File: config.mk
export PLATFORM = sky130hd
export DESIGN_NAME = comp_link_monitor
export DESIGN_NICKNAME = d
export VERILOG_FILES = /design/src/rtl/comp_link_monitor.sv
export SDC_FILE = /design/constraint.sdc
export NUM_CORES = 1
export LEC_CHECK = 0
export BUFFER_PORTS_ARGS = -buffer_cell sky130_fd_sc_hd__buf_4
export CORE_AREA = 3 3 81 122
export CTS_BUF_LIST = sky130_fd_sc_hd__clkbuf_16
export DETAILED_ROUTE_END_ITERATION = 8
export DIE_AREA = 0 0 84 125
export GPL_ROUTABILITY_DRIVEN = 0
export PLACE_DENSITY_LB_ADDON = 0.25
export SLEW_MARGIN = 20
export SYNTH_ARGS = -nofsm -noshare
export SYNTH_HDL_FRONTEND = slang
export SYNTH_SLANG_ARGS = --single-unit
File: constraint.sdc
create_clock -name CMP_RX_CLK160 -period 3.9 [get_ports CMP_RX_CLK160]
set_input_delay 0.39 -clock CMP_RX_CLK160 [delete_from_list [all_inputs] [get_ports CMP_RX_CLK160]]
set_output_delay 0.39 -clock CMP_RX_CLK160 [all_outputs]
set_load 0.01 [all_outputs]
File: src/rtl/comp_link_monitor.sv
// comp_link_monitor: judges each frame from the comparator fiber receiver,
// tracks link state (DOWN/ACQ/UP), keeps frame/error/drop counters and
// measures round-trip latency to the returned latency-trigger frame.
// Optional build macro: CMP_LINK_NONZERO_CHECK_EN adds stuck-zero detection
// of all-zero frames while the link is UP.
module comp_link_monitor #(
  parameter int LOCK_FRAMES = 16,
  parameter int ERR_FRAMES  = 4,
  parameter int WDOG_CYCLES = 8,
  parameter int LAT_MAX     = 4095
) (
  input  logic        CMP_RX_CLK160,
  input  logic        RST_N,
  input  logic        RX_SYNC_DONE,
  input  logic        FRAME_CE,
  input  logic [47:0] RCV_DATA,
  input  logic        VALID,
  input  logic        MATCH,
  input  logic        SYNCLOST,
  input  logic [2:0]  NONZERO_WORD,
  input  logic        LTNCY_TRIG,
  input  logic        LAT_START,
  input  logic        CNT_CLR,
  output logic [1:0]  LINK_STATE,
  output logic        LINK_UP,
  output logic        FRAME_BAD,
  output logic [31:0] FRAME_CNT,
  output logic [15:0] ERR_CNT,
  output logic [7:0]  DROP_CNT,
  output logic [11:0] LAT_VALUE,
  output logic        LAT_DONE,
  output logic        LAT_TIMEOUT
);

  typedef enum logic [1:0] {
    ST_DOWN = 2'd0,
    ST_ACQ  = 2'd1,
    ST_UP   = 2'd2
  } link_state_t;

  link_state_t state, state_nxt;
  logic [7:0]  good_run, good_run_nxt;
  logic [3:0]  bad_run, bad_run_nxt;
  logic        drop_inc;
  logic [5:0]  wdog_cnt;
  logic        wdog_exp;
  logic        sync_err;
  logic        eval;
  logic        frame_bad_c;
  logic        zero_bad;
  logic        err_inc;
  logic [31:0] frame_cnt;
  logic [15:0] err_cnt;
  logic [7:0]  drop_cnt;
  logic        frame_bad_q;
  logic        lat_armed;
  logic [11:0] lat_cnt;
  logic [11:0] lat_value;
  logic        lat_done;
  logic        lat_timeout;

  // A missing strobe counts as a bad frame once WDOG_CYCLES idle clocks pass
  assign wdog_exp = (state != ST_DOWN) && !FRAME_CE && (wdog_cnt == 6'(WDOG_CYCLES - 1));
  assign eval     = (state != ST_DOWN) && (FRAME_CE || wdog_exp);

`ifdef CMP_LINK_NONZERO_CHECK_EN
  assign zero_bad = (state == ST_UP) && FRAME_CE && (NONZERO_WORD == 3'b000) && (RCV_DATA == 48'd0);
`else
  logic unused_frame_bits;
  assign unused_frame_bits = ^{NONZERO_WORD, RCV_DATA};
  assign zero_bad = 1'b0;
`endif

  assign frame_bad_c = (VALID && !MATCH) || (!VALID && (state == ST_UP)) ||
                       sync_err || SYNCLOST || wdog_exp || zero_bad;
  assign err_inc     = eval && frame_bad_c && (state == ST_UP);

  // Watchdog counts idle clocks since the last strobe, restarting on expiry
  always_ff @(posedge CMP_RX_CLK160) begin
    if (!RST_N)
      wdog_cnt <= '0;
    else if ((state == ST_DOWN) || FRAME_CE || wdog_exp)
      wdog_cnt <= '0;
    else
      wdog_cnt <= wdog_cnt + 6'd1;
  end

  // Sticky sync error: remembers SYNCLOST between evaluations
  always_ff @(posedge CMP_RX_CLK160) begin
    if (!RST_N)
      sync_err <= 1'b0;
    else if (eval)
      sync_err <= SYNCLOST;
    else if (SYNCLOST)
      sync_err <= 1'b1;
  end

  // Link FSM state and run-length registers
  always_ff @(posedge CMP_RX_CLK160) begin
    if (!RST_N) begin
      state    <= ST_DOWN;
      good_run <= '0;
      bad_run  <= '0;
    end else begin
      state    <= state_nxt;
      good_run <= good_run_nxt;
      bad_run  <= bad_run_nxt;
    end
  end

  // Link FSM next state, run counters and drop event
  always_comb begin
    state_nxt    = state;
    good_run_nxt = good_run;
    bad_run_nxt  = bad_run;
    drop_inc     = 1'b0;
    if (!RX_SYNC_DONE) begin
      state_nxt    = ST_DOWN;
      good_run_nxt = '0;
      bad_run_nxt  = '0;
      drop_inc     = (state == ST_UP);
    end else begin
      case (state)
        ST_DOWN: state_nxt = ST_ACQ;
        ST_ACQ: begin
          if (eval) begin
            if (frame_bad_c) begin
              good_run_nxt = '0;
            end else if (good_run == 8'(LOCK_FRAMES - 1)) begin
              state_nxt    = ST_UP;
              good_run_nxt = '0;
            end else begin
              good_run_nxt = good_run + 8'd1;
            end
          end
        end
        ST_UP: begin
          if (eval) begin
            if (!frame_bad_c) begin
              bad_run_nxt = '0;
            end else if (bad_run == 4'(ERR_FRAMES - 1)) begin
              state_nxt   = ST_ACQ;
              bad_run_nxt = '0;
              drop_inc    = 1'b1;
            end else begin
              bad_run_nxt = bad_run + 4'd1;
            end
          end
        end
        default: state_nxt = ST_DOWN;
      endcase
    end
  end

  // Statistics counters; a clear beats any same-cycle increment
  always_ff @(posedge CMP_RX_CLK160) begin
    if (!RST_N || CNT_CLR) begin
      frame_cnt <= '0;
      err_cnt   <= '0;
      drop_cnt  <= '0;
    end else begin
      if (eval)
        frame_cnt <= frame_cnt + 32'd1;
      if (err_inc && (err_cnt != 16'hFFFF))
        err_cnt <= err_cnt + 16'd1;
      if (drop_inc && (drop_cnt != 8'hFF))
        drop_cnt <= drop_cnt + 8'd1;
    end
  end

  // One-clock bad-frame pulse following each evaluation
  always_ff @(posedge CMP_RX_CLK160) begin
    if (!RST_N)
      frame_bad_q <= 1'b0;
    else
      frame_bad_q <= eval && frame_bad_c;
  end

  // Latency measurement: a new start always restarts, arrival beats timeout
  always_ff @(posedge CMP_RX_CLK160) begin
    if (!RST_N) begin
      lat_armed   <= 1'b0;
      lat_cnt     <= '0;
      lat_value   <= '0;
      lat_done    <= 1'b0;
      lat_timeout <= 1'b0;
    end else if (LAT_START) begin
      lat_armed   <= 1'b1;
      lat_cnt     <= '0;
      lat_value   <= '0;
      lat_done    <= 1'b0;
      lat_timeout <= 1'b0;
    end else if (lat_armed) begin
      lat_cnt <= lat_cnt + 12'd1;
      if (FRAME_CE && LTNCY_TRIG) begin
        lat_value <= lat_cnt + 12'd1;
        lat_done  <= 1'b1;
        lat_armed <= 1'b0;
      end else if (lat_cnt == 12'(LAT_MAX - 1)) begin
        lat_value   <= 12'(LAT_MAX);
        lat_timeout <= 1'b1;
        lat_armed   <= 1'b0;
      end
    end
  end

  assign LINK_STATE  = state;
  assign LINK_UP     = (state == ST_UP);
  assign FRAME_BAD   = frame_bad_q;
  assign FRAME_CNT   = frame_cnt;
  assign ERR_CNT     = err_cnt;
  assign DROP_CNT    = drop_cnt;
  assign LAT_VALUE   = lat_value;
  assign LAT_DONE    = lat_done;
  assign LAT_TIMEOUT = lat_timeout;

endmodule

==> metrics.md <==
| Metric | Value |
|---|---|
| Core Area | 8880 µm² |
| Maximum clock path buffer count | 2 |
| Fill count | 773 |
| Synth area leaders | dfxtp_1 (42%), nor2_1 (5.3%), xnor2_1 (4.0%) |
| Clk sinks | 105 |
| Seq cells post-synth | 105 |
| Setup TNS | 0 ns |
| H-tree levels | 3 |
| Syn avg cell area | 8.30 µm² |
| DRC violations left | 1 |
| Via Count | 4,742 |
| # hold bufs at CTS | 0 |
| CTS tree | yes |
| P_leak | 2.09 nW |
| Sequential area share after synthesis | 0.418 |
| Status | finished, violations left |
| Area Overhead vs Synth | 18.3% |
| GRT Total Usage | 0.221 |
| Count of final hold-check violations | 0 |
| Tmin final | 2.59 ns |
| Synth warn | 0 |
| N_diodes | 0 |
| Met2 wire len | 6200 µm |
| Delay-heaviest family, CP | simple AND/OR/NAND/NOR gates |
| Placed cells | 771 |
| CP max stage cell | or4_1 |
| Initial antenna violation count | 0 |
| Top cell type's share of synthesized area | 0.418 |
| Maximum vdd drop | 252 µV |
| First-pass GRT wire length | 19,800 µm |
| Power density cells | 333 nW/µm² |
| TritonCTS Buffers | 9 |
| Starting density of the core | 0.566 |
| Worst Setup Start Kind | flop |
| Final WL | 11,900 µm |
| Hold Path Class | in -> reg |
| Slew headroom | 0.268 |
| Ys async rst share | 0 |
| Area leader, netlist | dfxtp_1 |
| CTS clk-pin slew, worst paths | 0.07 ns |
| Final Core Density | 0.670 |
| Die H | 125 µm |
| Root Driver | clkbuf_16 |
| Slew @ Worst Pin | 1.10 ns |
| Worst path required time | 4.15 ns |
| Share of cells above drive strength 1 | 0.157 |
| Final period utilization | 0.664 |
| Row Count | 42 |
| Drt initial violations | 309 |
| Mapped Nets | 675 |
| Vias in the first global route | 4,480 |
| Synth unique cells | 51 |
| Worst path cell trace | nor3_1 -> a31o_2 -> nand4_1 -> or4_1 -> a21oi_1 |
| Mapped Area | 5030 µm² |
| Clock skew | 0.00496 ns |
| Congestion Overflow GR | 0 |
| Largest net degree at the start of global routing | 55 |
| Slew Viols, Final | 0 |
| DRT Pass-1 Iters | 7 |
| Synth top cells by count | dfxtp_1 (105), nor2_1 (71), nand2_1 (53) |
| Fmax | 386 MHz |
| Final std cells w/o fill | 787 |
| Worst skew pair latency | 0.34 ns |
| I/O pin total | 135 |
| Setup Crit Path Kind | reg -> reg |
| Port Buffers | 83 |
| Max Cap Viol | 0 |
| EDFF count, synth | 0 |
| Vias per cell | 6.03 |
| Critical path peak fanout | 21 |
| Die area | 10,500 µm² |
| Crit end category | flop |
| WL per Instance | 15.1 µm |
| Worst endpoint data arrival time | 2.83 ns |
| Final ANT Viol Nets | 0 |
| Top_reg_cell synth | dfxtp_1 |
| Slowest stage delay, CP | 0.64 ns |
| RSZ-0062 raised after global routing | no |
| PostCTS Resize Cnt | 0 |
| WP buf/inv | 0 |
| DP HPWL | 8710 µm |
| Metal3 WL | 681 µm |
| Die Width | 84 µm |
| Total power | 0.00198 W |
| Top sig layer | met4 |
| Setup Buffers After CTS | 0 |
| Failing checks | DRC |
| Synth Instances | 606 |
| Met1 WL | 4790 µm |
| Layout net count | 741 |
| Count leader, synth | dfxtp_1 |
| Final setup violation count | 0 |
| Worst hold slack | 0.264 ns |
per-stage QoR:
step           worst slack (ns)  area [µm²]
5_1_grt                    1.02        5950
6_report                   1.31        5950
3_5_place_dp               1.34        5680
2_1_floorplan              1.79        5030
4_1_cts                    1.36        5950
3_3_place_gp               1.40        5680
final cells by class:
| type | instances | area [µm²] | area share |
|---|---|---|---|
| Multi-Input combinational cell | 460 | 2770 | 0.466 |
| Sequential cell | 105 | 2100 | 0.353 |
| Timing Repair Buffer | 84 | 631 | 0.106 |
| Clock buffer | 9 | 225 | 0.0379 |
| Tap cell | 110 | 138 | 0.0231 |
| Inverter | 12 | 45.0 | 0.00757 |
| Clock inverter | 7 | 38.8 | 0.00652 |
cells in the final DEF, fill, tap and decap left out, types with 10 or more instances in the layout:
master,n
a21oi_1,35
buf_4,84
dfxtp_1,105
inv_1,12
nand2_1,53
nand3_1,37
nand4_1,27
nor2_1,71
nor3_1,18
nor4_1,13
o21ai_1,20
o31ai_1,10
or3_1,25
or4_1,13
xnor2_1,23
xor2_1,23
path summary, 6_finish.rpt:
| path | start | end | slack, ns | depth (start not counted) |
|---|---|---|---|---|
| worst max-delay path | wdog_cnt[3] | ERR_CNT[7] | 1.31 | 5 |
| worst min-delay path | LAT_START | lat_armed | 0.26 | 2 |
| worst max register to register | wdog_cnt[3] | ERR_CNT[7] | 1.31 | 5 |
| worst min register to register | wdog_cnt[0] | wdog_cnt[0] | 0.45 | 1 |
sequential cells by signal, indices dropped and copies added, names as in the netlist:
name / flops
sync_err: 1
lat_armed: 1
bad_run: 4
lat_cnt: 12
LAT_DONE: 1
FRAME_BAD: 1
LINK_STATE: 2
FRAME_CNT: 32
ERR_CNT: 16
DROP_CNT: 8
LAT_VALUE: 12
wdog_cnt: 6
good_run: 8
LAT_TIMEOUT: 1
routing by layer:
| metal | vias up | GRT usage |
|---|---|---|
| li1 | 2332 | - |
| met1 | 2249 | 0.244 |
| met2 | 145 | 0.407 |
| met3 | 16 | 0.0415 |
| met4 | 0 | 0.0966 |
| met5 | - | 0 |
logic make-up after synthesis:
kind of cell               count (synthesis)  synth area share
and+or+nand+nor                          301             0.314
DFF                                      105             0.418
AOI/OAI and AO/OA                        104             0.134
xor gates and xnor gates                  46            0.0801
buffers and inverters                     41            0.0321
adders and majority gates                  8            0.0199
muxes                                      1           0.00199
power breakdown:
part,internal (W),switching (W),total (W)
Combinational,0.0000264,0.0000531,0.0000795
Sequential,0.00108,0.00000862,0.00109
Clock,0.000425,0.000390,0.000815
No activity file was read; power rests on OpenSTA's default activity.
